## src/rtl/ldm_stm_sequencer.sv

```systemverilog
// Multi-register transfer sequencer (STM/LDM/PUSH/POP): one word access per cycle, loads retired a cycle later.
// Optional: define LSU_ALIGN_CHECK_EN to fault on a misaligned base instead of ignoring base_addr[1:0].
module ldm_stm_sequencer #(
  parameter int ADDR_W    = 32,
  parameter int MEM_IDX_W = 32
) (
  input  logic                 clk,
  input  logic                 rst,
  input  logic                 start,
  input  logic [1:0]           mode,
  input  logic [8:0]           reg_list,
  input  logic [2:0]           base_reg,
  input  logic [ADDR_W-1:0]    base_addr,
  output logic                 busy,
  output logic                 done,
  output logic                 mem_write_en,
  output logic [6:0]           mem_opcode,
  output logic [MEM_IDX_W-1:0] mem_addr,
  output logic [31:0]          mem_wdata,
  input  logic [31:0]          mem_rdata,
  output logic [3:0]           rf_rd_addr,
  input  logic [31:0]          rf_rd_data,
  output logic                 rf_wr_en,
  output logic [3:0]           rf_wr_addr,
  output logic [31:0]          rf_wr_data,
  output logic                 pc_written,
  output logic                 wb_en,
  output logic [ADDR_W-1:0]    wb_value,
  output logic                 fault
);
  typedef enum logic [1:0] {IDLE, XFER, DRAIN, DONE} state_t;
  localparam logic [1:0] M_STM = 2'b00, M_LDM = 2'b01, M_PUSH = 2'b10;

  state_t               state, state_nx;
  logic [1:0]           mode_q;
  logic [8:0]           list_q;
  logic [ADDR_W-1:0]    addr_q, wb_q;
  logic                 wb_ok_q, fault_q, pend_vld;
  logic [3:0]           pend_idx;

  logic [8:0]           eff_list;
  logic [3:0]           n, cur_idx;
  logic [ADDR_W-1:0]    four_n, addr_shr;
  logic [MEM_IDX_W-1:0] word_idx;
  logic                 is_load, last, misalign;
  logic [6:0]           op_code;

`ifdef LSU_ALIGN_CHECK_EN
  assign misalign = |base_addr[1:0];
`else
  assign misalign = 1'b0;
`endif

  // bit8 (R14/R15) only participates for PUSH/POP
  assign eff_list = reg_list & {mode[1], 8'hFF};
  assign four_n   = ADDR_W'({n, 2'b00});
  assign is_load  = mode_q[0];
  assign last     = (list_q & (list_q - 9'd1)) == 9'd0;
  assign addr_shr = addr_q >> 2;

  if (MEM_IDX_W > ADDR_W) begin : g_zext
    assign word_idx = {{(MEM_IDX_W-ADDR_W){1'b0}}, addr_shr};
  end else begin : g_trunc
    assign word_idx = addr_shr[MEM_IDX_W-1:0];
  end

  always_comb begin
    n = '0;
    for (int i = 0; i < 9; i++) n = n + {3'b0, eff_list[i]};
  end

  // lowest set bit wins; bit8 maps to R14 for PUSH, R15 for POP
  always_comb begin
    cur_idx = 4'd0;
    for (int i = 8; i >= 0; i--)
      if (list_q[i]) cur_idx = 4'(i);
    if (cur_idx == 4'd8) cur_idx = is_load ? 4'd15 : 4'd14;
  end

  always_comb begin
    case (mode_q)
      2'b00:   op_code = 7'b1100000;
      2'b01:   op_code = 7'b1100100;
      2'b10:   op_code = 7'b1011010;
      default: op_code = 7'b1011110;
    endcase
  end

  always_ff @(posedge clk or posedge rst) begin
    if (rst) state <= IDLE;
    else     state <= state_nx;
  end

  always_comb begin
    state_nx     = state;
    busy         = (state != IDLE);
    done         = (state == DONE);
    mem_write_en = 1'b0;
    mem_opcode   = 7'd0;
    mem_addr     = '0;
    mem_wdata    = 32'd0;
    rf_rd_addr   = 4'd0;
    case (state)
      IDLE:  if (start) state_nx = (n == 4'd0 || misalign) ? DONE : XFER;
      XFER: begin
        mem_opcode = op_code;
        mem_addr   = word_idx;
        if (!is_load) begin
          rf_rd_addr   = cur_idx;
          mem_wdata    = rf_rd_data;
          mem_write_en = 1'b1;
        end
        if (last) state_nx = is_load ? DRAIN : DONE;
      end
      DRAIN: begin
        mem_opcode = op_code;
        state_nx   = DONE;
      end
      default: state_nx = IDLE;
    endcase
  end

  assign wb_en      = done & wb_ok_q;
  assign wb_value   = done ? wb_q : '0;
  assign fault      = done & fault_q;
  assign rf_wr_en   = pend_vld;
  assign rf_wr_addr = pend_vld ? pend_idx : 4'd0;
  assign rf_wr_data = pend_vld ? mem_rdata : 32'd0;
  assign pc_written = pend_vld && (pend_idx == 4'd15);

  always_ff @(posedge clk or posedge rst) begin
    if (rst) begin
      mode_q   <= 2'b00;
      list_q   <= 9'd0;
      addr_q   <= '0;
      wb_q     <= '0;
      wb_ok_q  <= 1'b0;
      fault_q  <= 1'b0;
      pend_vld <= 1'b0;
      pend_idx <= 4'd0;
    end else begin
      pend_vld <= (state == XFER) && is_load;
      pend_idx <= cur_idx;
      case (state)
        IDLE: if (start) begin
          mode_q  <= mode;
          list_q  <= eff_list;
          addr_q  <= (mode == M_PUSH) ? base_addr - four_n : base_addr;
          wb_q    <= (mode == M_PUSH) ? base_addr - four_n : base_addr + four_n;
          wb_ok_q <= (n != 4'd0) && !misalign && !(mode == M_LDM && reg_list[base_reg]);
          fault_q <= (n != 4'd0) && misalign;
        end
        XFER: begin
          list_q <= list_q & (list_q - 9'd1);
          addr_q <= addr_q + ADDR_W'(4);
        end
        default: ;
      endcase
    end
  end
endmodule

```

## config.mk

```make
export PLATFORM = sky130hd
export DESIGN_NAME = ldm_stm_sequencer
export DESIGN_NICKNAME = d
export VERILOG_FILES = /design/src/rtl/ldm_stm_sequencer.sv
export SDC_FILE = /design/constraint.sdc
export NUM_CORES = 1
export LEC_CHECK = 0
export CORE_ASPECT_RATIO = 1.1
export CORE_MARGIN = 2
export CORE_UTILIZATION = 47
export DETAILED_ROUTE_END_ITERATION = 7
export GPL_TIMING_DRIVEN = 0
export MAX_ROUTING_LAYER = met4
export PLACE_DENSITY = 0.85
export REMOVE_ABC_BUFFERS = 1
export SLEW_MARGIN = 20
export SYNTH_ARGS = -nofsm -noshare
export SYNTH_HDL_FRONTEND = slang
export SYNTH_SLANG_ARGS = --single-unit
export TNS_END_PERCENT = 50
```

## constraint.sdc

```tcl
create_clock -name clk -period 4.8 [get_ports clk]
set_input_delay 1.2 -clock clk [delete_from_list [all_inputs] [get_ports clk]]
set_output_delay 1.2 -clock clk [all_outputs]
set_load 0.01 [all_outputs]
```

Word-level counts from Yosys, hierarchy flattened

Index checks and enable logic that the tools add are counted.

Register bits: 83
Latch bits: 0
Bits in writable memories: 0
ROM bits: 0
Input port bits: 113
Output and inout bits: 150
Memories: 0

Add/subtract/negate cells: 12
Multipliers: 0
Div/mod/pow operators: 0
$lt $le $gt $ge: 1
Eq/ne operators: 11
Shift-type cells: 0
Mux-type cells: 36
Bitwise logic cells: 3
Reduce and logical (&&, ||, !) cells: 16

Operator list:

| operator                                                    | number |
|---|---|
| two-way mux 32 bit                                          | 7 |
| case mux 32 bit (2 select lines)                            | 1 |
| two-way mux 4 bit                                           | 13 |
| adder 32 x 3 -> 32 bit (second input constant)              | 1 |
| adder 32 x 6 -> 32 bit                                      | 1 |
| subtractor 32 x 6 -> 32 bit                                 | 1 |
| two-way mux 30 bit                                          | 1 |
| adder 4 x 1 -> 4 bit                                        | 5 |
| AND 9 bit                                                   | 2 |
| case mux 6 bit (3 select lines)                             | 1 |
| case mux 9 bit (2 select lines)                             | 1 |
| zero test 9 bit                                             | 1 |
| two-way mux 9 bit                                           | 1 |
| subtractor 9 x 1 -> 9 bit (second input constant)           | 1 |
| equality test 2 bit (second input constant)                 | 4 |
| equality test 4 bit (second input constant)                 | 2 |
| two-way mux 7 bit                                           | 1 |
| equality test 2 x 1 -> 1 bit (second input constant)        | 3 |
| two-way mux 2 bit                                           | 3 |
| case mux 2 bit (3 select lines)                             | 1 |
| AND reduction 2 bit                                         | 3 |
| less-than comparator 3 x 5 -> 1 bit (second input constant) | 1 |
| two-way mux 1 bit                                           | 5 |
| adder 3 x 1 -> 4 bit                                        | 1 |
| other kinds (12)                                            | 18 |

Longest topological paths before layout

Gate-level depths: netlist of the first run.

Depth after elaboration: 13
Gate-level depth with buffers: 16
Depth with buffers taken out: 16

Least setup slack after synthesis of the first run

Ideal clock, no wire load.

Kind: input -> register
Start: input reg_list[0]
End: register wb_q[16]
Library setup time: 0.133 ns
Arrival: 5.359 ns
Slack: -0.692 ns
Stages on the path: 14
Cell sequence: fa_1 > inv_1 > fa_1 > fa_1 > fa_1 > fa_1 > inv_1 > fa_1 > o21ba_2 > o21bai_1 > nor2_1 > a22oi_1 > xor2_1 > o21ai_0

Longest elaborated chain between the ends: 11

Ends and longest elaborated chain:

| what                                                                  | line | RTL |
|---|---|---|
| start: declaration                                                    | 11   | `input logic [8:0] reg_list,` |
| AND 9 bit (*)                                                         | 55   | `assign eff_list = reg_list & {mode[1], 8'hFF};` |
| adder 1 x 1 -> 2 bit (*)                                              | 69   | `for (int i = 0; i < 9; i++) n = n + {3'b0, eff_list[i]};` |
| adder 2 x 1 -> 3 bit (*)                                              | 69   |  |
| adder 3 x 1 -> 4 bit (*)                                              | 69   |  |
| adder 4 x 1 -> 4 bit (*) (5 in series)                                | 69   |  |
| adder 32 x 6 -> 32 bit or subtractor 32 x 6 -> 32 bit (tied branches) | 149  | `wb_q <= (mode == M_PUSH) ? base_addr - four_n : base_addr + four_n;` |
| two-way mux 32 bit (*)                                                | 149  |  |
| end signal: assignment                                                | 149  |  |
| end: declaration                                                      | 37   | `logic [ADDR_W-1:0] addr_q, wb_q;` |

Mark *: on every way between the ends. The rest lies on a longest branch, timed or not.
A chain may end at the register's enable or synchronous reset.

Worst setup path in the final report of the first run

Start: input reg_list[1]
End: register wb_q[30]

Same word-level chain as after synthesis.

==> summary by stage, run 1 <==
Timing
Subtracting the final worst setup slack from the clock period gives 5313 ps. Setup repair after global routing could not meet its margin everywhere. The number of hold-slack violations in the final timing report was 0. The max-slew violation count is 0. The highest attainable clock frequency is 188.2 MHz. The sum of negative setup slack is -19980 ps. The ratio of final minimum period to clock period is 1.107. The worst setup skew after layout is 6.335 ps. Headroom to the max-slew limit came out at 0.08907. The worst path setup slack after routing is -512.8 ps.

The slew at the pin with the worst max-slew slack is approximately 1400 ps. The final-report setup violation count is 56.

Pwr
The share of total power dissipated in combinational logic is 0.605. The final total power is 5.478 mW. Of the total power, the share spent switching nets is 0.4387. The reported net switching power is 2.403 mW. The part of the total power dissipated in sequential elements is 0.245.

Summed over all cells, the static leakage comes to between 4 and 5 nW. The part of the power in the clock network is 0.150. Internal power comes to 3.075 mW. IR analysis of the VDD net gives a maximum drop of 0.2922 mV. Dividing total power by cell area gives a power density of 512.0 nW/um^2.

Logic synthesis
The netlist uses 74 different library cells. In this run the cell area of the synthesized design comes to between 6000 and 7000 sq um. The number of enable flip-flop cells after synthesis is 0. The flop and latch count out of synthesis is 81.

For this run, the register share of the synthesized area comes to 0.2902. The async set-reset flop share out of synthesis is 1.000. For this run, the leading register cell type out of synthesis is sky130_fd_sc_hd__dfrtp_1.

The yosys synthesis warning count is 0. The mean instance size in the synthesized netlist is about 8 sq um. After technology mapping, the gate count stands at 888.

Worst setup path
The worst setup path is launched from a primary input. STA puts the critical path data arrival time at 5510 ps. The number of cells on the worst reg-to-reg path is 5.

The nature of the critical path endpoint is a register. The end of the worst register-to-register path is addr_q[5]. The delay of the slowest cell on the worst path is around 600 ps. For the worst setup path, the data required time is 4990 ps. The maximum net fanout on the critical path is 7. The slowest library cell on the worst path is sky130_fd_sc_hd__fa_2.

The critical path goes through buf_8 > fa_1 > inv_2 > fa_1 > fa_1 > fa_2 > fa_2 > inv_4 > buf_12 > fa_2 > o21ba_4 > o21bai_4 > buf_12 > nor4_4 > a22oi_2 > xor2_1 > o21ai_1. The type of the worst setup path is in -> reg. The launch instance of the worst register-to-register path is state[0]. The setup slack on the worst flop-to-flop path is 1420 ps.

CTS
The clock-pin slew on the worst setup and hold paths is 70 ps. In this run the number of H-tree levels came out at 3. The CTS buffer count is 9. The clock net sink count is 81. The total of hold buffers inserted after clock tree synthesis is 0. The clock tree from TritonCTS is built. The clock network latency to the later pin of the worst-skew pair is ~350 ps. CTS placed an instance of sky130_fd_sc_hd__clkbuf_16 at the clock tree root. The longest clock path from root to sink contains 2 buffers.

Placement
The total half-perimeter wirelength after legalization and detailed placement is just under 20000 um. Timing analysis after detailed placement gives a worst setup slack of -1817 ps. Input and output buffers added on the ports amount to ~260. The standard cell area after detailed placement is roughly 9600 sq um. The routability-driven placement congestion ratio is 0.9550.

Routing
The number of search-and-repair iterations in the first detailed-routing pass is 4. The average via count per standard cell is 5.901. After detailed routing, the number of remaining DRC violations is 0. Detailed routing inserted a total of between 7k and 8k vias.

In this run, the number of DRC markers left after iteration 0 of detailed routing was between 600 and 700. After detailed routing, the average wire length per cell comes to 20.87 um. Wires add up to around 27000 um. Once detail routing completed, the nets flagged for antenna violations numbered 0.

Status
The checks that failed: negative setup slack. The flow ran to the end, but the final reports show violations.

Final layout
The number of diodes added for antenna fixing is 0. Of the cells placed in the final design, the portion with a size suffix greater than 1 is 0.1335. The final layout contains ~1.2k nets. The design area is 10700 sq um.

The filler cells instantiated in the layout total 1082. The layout overhead on the synthesized area is 53.18%.

Hold path
In this run the most critical hold path is launched from wb_q[1]. The worst hold-check path type is reg -> reg. The worst hold path was traced through 2 stages.

The worst hold path endpoint is wb_q[1].

Die
The die extent in y is around 130 um. The count of standard-cell rows is 46. The floorplan step defined a die boundary enclosing roughly 16000 sq um. From left edge to right edge, the die measures 120.2 um. The effective utilization at floorplan is 0.4816. After floorplanning, the core was sized to cover 14500 sq um. approximately 260 I/O pins were placed.

Global route
The number of global-route vias before repair is 7270. The initial antenna violation count is 0. The aggregate global routing overflow is 0. The wire length of the first global-routing pass is ~40000 um. In the global route stage, overall resource usage came out at 0.3383. The maximum number of pins on one net before global-route repair is 77.

Run
The reported max-cap violation count is 0.
state kept, by name, summed over array words and instances (netlist names):
name,cells
addr_q,30
list_q,9
mode_q,2
pend_idx,4
rf_wr_en,1
state,2
wb_ok_q,1
wb_q,32
metrics by stage:
step           hold WS (ps)  cells  utilization
3_3_place_gp          453.3   1272       0.6547
5_1_grt               499.6   1308       0.7378
2_1_floorplan         437.4    822            -
4_1_cts               474.3   1306       0.7154
3_5_place_dp          459.7   1274       0.6598
6_report              480.5   1308       0.7378
worst max-delay path: cells and delay by family:
kind | cells | cell delay, ps
buf+inv | 5 | 490
xor+xnor | 1 | 210
simple gates | 1 | 60
fa+ha+maj | 6 | 2840
compound gates | 4 | 680
cells by family (layout without fill, tap and decap cells):
group                    count (synthesis)  count (layout)  share of synthesized area
AO/OA/AOI/OAI                          195             195                     0.1694
buffers and inverters                  103             328                    0.06466
other                                    1               4                  0.0005368
AND/OR/NAND/NOR                        414             414                     0.3310
adder cells (fa/ha/maj)                 24              24                    0.05015
flip-flops                              81              81                     0.2902
multiplexers                            11              11                    0.02006
XOR/XNOR                                59              59                    0.07397
worst max path at each step:
| stage | start | endpoint | slack (ps) | cells after the start |
|---|---|---|---|---|
| 3_5_place_dp | reg_list[0] | wb_q[18] | -1820 | 15 |
| 3_3_place_gp | reg_list[0] | wb_q[16] | -1790 | 15 |
| 6_report | reg_list[1] | wb_q[30] | -510 | 17 |
| 2_1_floorplan | reg_list[0] | wb_q[16] | -740 | 14 |
| 4_1_cts | reg_list[1] | wb_q[7] | -640 | 15 |
| 5_1_grt | reg_list[1] | wb_q[12] | -580 | 17 |
power by group through the flow:
stage	registers [mW]	clock network (mW)	logic, mW
finish	1.34	0.820	3.31
global route	1.39	0.852	3.57
CTS	1.33	0.816	3.18
detailed placement	1.34	0	2.98
global placement	1.32	0	2.89
floorplan	1.23	0	1.68
cell usage after synthesis, types with 5 or more instances:
cell / n / area share
sky130_fd_sc_hd__buf_4: 7 / 0.0075
sky130_fd_sc_hd__mux2i_1: 5 / 0.0072
sky130_fd_sc_hd__xnor2_1: 24 / 0.030
sky130_fd_sc_hd__nand2_1: 96 / 0.052
sky130_fd_sc_hd__ha_1: 16 / 0.029
sky130_fd_sc_hd__inv_1: 32 / 0.017
sky130_fd_sc_hd__nor2_1: 46 / 0.025
sky130_fd_sc_hd__and3_1: 16 / 0.014
sky130_fd_sc_hd__clkbuf_1: 43 / 0.023
sky130_fd_sc_hd__nand2b_1: 6 / 0.0054
sky130_fd_sc_hd__xor2_1: 35 / 0.044
sky130_fd_sc_hd__nor4_1: 12 / 0.011
sky130_fd_sc_hd__or4_1: 5 / 0.0054
sky130_fd_sc_hd__o21ai_0: 63 / 0.045
sky130_fd_sc_hd__nand4_1: 17 / 0.015
sky130_fd_sc_hd__and2_1: 134 / 0.12
sky130_fd_sc_hd__o21ai_1: 6 / 0.0043
sky130_fd_sc_hd__a22oi_1: 6 / 0.0064
sky130_fd_sc_hd__and4_1: 6 / 0.0075
sky130_fd_sc_hd__a21oi_1: 50 / 0.036
sky130_fd_sc_hd__o21bai_1: 7 / 0.0075
sky130_fd_sc_hd__buf_2: 13 / 0.0093
sky130_fd_sc_hd__o211ai_1: 5 / 0.0054
sky130_fd_sc_hd__a31oi_1: 7 / 0.0063
sky130_fd_sc_hd__nand3_1: 22 / 0.016
sky130_fd_sc_hd__fa_1: 7 / 0.020
sky130_fd_sc_hd__nor3_1: 27 / 0.019
sky130_fd_sc_hd__o22ai_1: 18 / 0.016
sky130_fd_sc_hd__dfrtp_1: 81 / 0.29
repair_timing:
action,4_1_cts,5_1_grt
endpoints found under the setup margin,58,58
resized for setup,104,59
pin swaps,44,42
setup buffers,15,2
gates cloned,1,0
layer usage:
layer  routed length, um  vias up  share of wire  global-route usage
li1                    -     3515              -                   -
met1               10330     3682           0.38              0.3906
met2               13210      438           0.48              0.5638
met3                2545       83          0.093             0.08261
met4                1207        0          0.044              0.1350
met5                   0        -              0                   -
layout make-up:
type                    count  area [sq um]  area share
well taps                 192         240.2     0.02245
flip-flops and latches     81          2027      0.1894
multi-input cells         707          5152      0.4815
clock inverters             7         118.9     0.01111
inverters                  34         132.6     0.01239
clock buffers               9         225.2     0.02105
repair buffers            278          2804      0.2620
layout by cell type, fill, tap and decap left out, types with 11 or more instances in the layout:
master	netlist	final
sky130_fd_sc_hd__o21ai_1	6	28
sky130_fd_sc_hd__xor2_1	35	24
sky130_fd_sc_hd__nor2_1	46	41
sky130_fd_sc_hd__nor3_1	27	18
sky130_fd_sc_hd__xnor2_1	24	19
sky130_fd_sc_hd__inv_1	32	28
sky130_fd_sc_hd__and3_1	16	16
sky130_fd_sc_hd__clkdlybuf4s50_1	0	254
sky130_fd_sc_hd__nand3_1	22	20
sky130_fd_sc_hd__o22ai_1	18	15
sky130_fd_sc_hd__nand2_1	96	93
sky130_fd_sc_hd__a21oi_1	50	40
sky130_fd_sc_hd__ha_1	16	12
sky130_fd_sc_hd__nand4_1	17	17
sky130_fd_sc_hd__buf_4	7	11
sky130_fd_sc_hd__dfrtp_1	81	81
sky130_fd_sc_hd__o21ai_0	63	34
sky130_fd_sc_hd__and2_1	134	134
Power figures use the tool's default switching activity.
==> run 2: changes to the inputs <==
--- a/config.mk
+++ b/config.mk
@@ -8,6 +8,7 @@
 export CORE_ASPECT_RATIO = 1.1
 export CORE_MARGIN = 2
 export CORE_UTILIZATION = 47
+export CTS_BUF_LIST = sky130_fd_sc_hd__clkbuf_4
 export DETAILED_ROUTE_END_ITERATION = 7
 export GPL_TIMING_DRIVEN = 0
 export MAX_ROUTING_LAYER = met4
==> summary by stage, run 2 (synthesized netlist as in run 1, its figures left out) <==
Status
The run finished, with violations left. The checks that failed: negative setup slack.

Worst setup path
The critical path is of the in -> reg type. The maximum net fanout on the critical path is 7. The worst setup path is launched from a primary input. Data arrives at the worst endpoint at about 5600 ps. The required time at the worst-slack endpoint is 5160 ps. STA classifies the critical path endpoint as a register.

Timing
The worst path setup slack after routing is -438.1 ps. Measured against its own limit, the worst slew margin works out to 0.2090. At the pin with the least slew margin, the transition time is between 1000 and 1500 ps. The number of hold-slack violations in the final timing report is 0. The final critical path time including I/O delays and setup is 5238 ps.

Setup repair after global routing could not meet its margin everywhere. The ratio of final minimum period to clock period is 1.091. For this run, the top clock speed supported by timing is 190.9 MHz. Between clock sinks in the finished design, the worst skew comes to 17.22 ps. Hold timing on the final database bottoms out at a slack of 496.9 ps. The final-report setup violation count is 53. The max-slew violation count is 0. The sum of negative setup slack is -12670 ps.

Final layout
The final layout contains 1253 nets. The register with the most flip-flops in the layout has 32 of them. The layout overhead on the synthesized area is 51.98%. The layout has 1088 filler cells. The register with the most flip-flops in the final layout is wb_q.

In the final layout, the share of cells above drive strength 1 is 0.1355. The post-route non-filler standard cell count is 1315. The library cell used most frequently in the layout, excluding fill and tap cells, is sky130_fd_sc_hd__clkdlybuf4s50_1. The library cells used most frequently in the layout, excluding fill and tap cells, are sky130_fd_sc_hd__clkdlybuf4s50_1 (254), sky130_fd_sc_hd__and2_1 (134), sky130_fd_sc_hd__nand2_1 (93). The utilization of the core after routing is 0.7320.

The largest registers in the layout are wb_q: 32 flops, addr_q: 30 flops, list_q: 9 flops. Once layout is done, the placed cells without fillers occupy around 11000 sq um.

Pwr
Across the VDD grid, the largest voltage drop is roughly 0.27 mV. The analysis attributes to cell leakage a power of 4.200 nW. The total power per unit cell area is 489.7 nW/um^2.

The design draws 5.199 mW.

Global route
The aggregate global routing overflow is 0. The total global-route track usage is 0.3356. The number of global-route vias before repair was 7177. Entering global routing, the biggest net connects 77 pins.

The wire length of the first global-routing pass is 40070 um. The initial antenna violation count is 1.

Routing
The detail route stage leaves a number of antenna-violating nets equal to 0. After detailed routing, the number of remaining DRC violations is 0. The routed via count is 7689. In this run, the number of DRC markers left after iteration 0 of detailed routing was around 600. Dividing the detail-routed via count by the number of cells gives just under 6.

The number of search-and-repair iterations in the first detailed-routing pass is 5. The routed wire length is 27190 um. In the final routed layout, each cell accounts on average for 20.67 um.

CTS
The number of H-tree levels is 3. Clock latency on the worst-skew pair, taken at its later pin, is approximately 470 ps. The clock-pin slew on the worst setup and hold paths is about 140 ps. Counting the buffers created by CTS gives 9. The clock net sink count is 81. TritonCTS built the clock tree. The tree is rooted in a sky130_fd_sc_hd__clkbuf_4. Counting along the longest clock path gives a buffer depth of 2. The number of hold buffers added after CTS was 0.

Placement
The standard cell area after detailed placement is 9569 sq um. The worst setup slack after placement is -1817 ps. Summed over all nets, the half-perimeter wirelength after detailed placement is 19540 um. The count of buffers added on input and output ports is 258. At the end of routability-driven placement, the weighted congestion stood at between 0.9 and 1. Once placement completed, the tool counted placed cells totaling between 1k and 1.5k.

Die
The count of standard-cell rows is 46. The die is 120.2 um wide. 263 I/O pins were placed. The floorplan die area is 15860 sq um. The die extent in y is 131.9 um.

The initial utilization of the core area, before any placement, comes to 0.4816. The core region is 14500 sq um.

Hold path
The worst hold-check path type is reg -> reg.

Run
The reported max-cap violation count is 0.
run 2: per-layer routing:
metal	track usage	vias to the layer above	share of wire	wire length, um
li1	-	3525	-	-
met1	0.3863	3662	0.38	10200
met2	0.5679	425	0.49	13220
met3	0.08131	77	0.094	2564
met4	0.1202	0	0.044	1207
met5	-	-	0	0
run 2: layout make-up:
class | instances | area [sq um] | share of cell area
diodes | 1 | 2.502 | 0.0002357
clock buffers | 9 | 67.56 | 0.006364
clock inverters | 7 | 118.9 | 0.01120
inverters | 34 | 136.4 | 0.01285
multi-input cells | 707 | 5165 | 0.4865
flip-flops and latches | 81 | 2027 | 0.1909
well taps | 192 | 240.2 | 0.02263
repair buffers | 284 | 2859 | 0.2693
run 2: final timing paths:
path | start | end | slack, ps | depth (start not counted)
worst min register to register | wb_q[1] | wb_q[1] | 500 | 2
max in group asynchronous | rst | wb_q[11] | 3090 | 3
worst min-delay path | wb_q[1] | wb_q[1] | 500 | 2
worst max-delay path | reg_list[0] | wb_q[7] | -440 | 16
min in group asynchronous | rst | wb_q[31] | 1100 | 2
worst max register to register | state[0] | addr_q[28] | 1580 | 6
run 2: what timing repair did:
action,in CTS,in global routing
buffers inserted,14,9
cloned,1,0
setup endpoints to repair,58,60
pin swaps,50,43
gates resized for setup,111,60
run 2: where the power goes:
| part | total [mW] | internal (mW) | leakage [nW] | switching, mW |
|---|---|---|---|---|
| Combinational | 3.32 | 1.58 | 3.13 | 1.74 |
| Clock | 0.540 | 0.263 | 0.0921 | 0.277 |
| Sequential | 1.34 | 0.993 | 0.975 | 0.344 |
| Total | 5.20 | 2.83 | 4.20 | 2.36 |
run 2: worst max-delay path, stage by stage:
cell                      delay (ps)
sky130_fd_sc_hd__buf_8           100
sky130_fd_sc_hd__fa_1            550
sky130_fd_sc_hd__inv_2            40
sky130_fd_sc_hd__fa_1            520
sky130_fd_sc_hd__fa_1            440
sky130_fd_sc_hd__fa_2            370
sky130_fd_sc_hd__fa_2            600
sky130_fd_sc_hd__inv_4            60
sky130_fd_sc_hd__ha_4            270
sky130_fd_sc_hd__buf_4           110
sky130_fd_sc_hd__nor3_4           40
sky130_fd_sc_hd__o311a_4         400
sky130_fd_sc_hd__or2_4           300
sky130_fd_sc_hd__o31ai_4         190
sky130_fd_sc_hd__xor2_1          110
sky130_fd_sc_hd__mux2_4          280
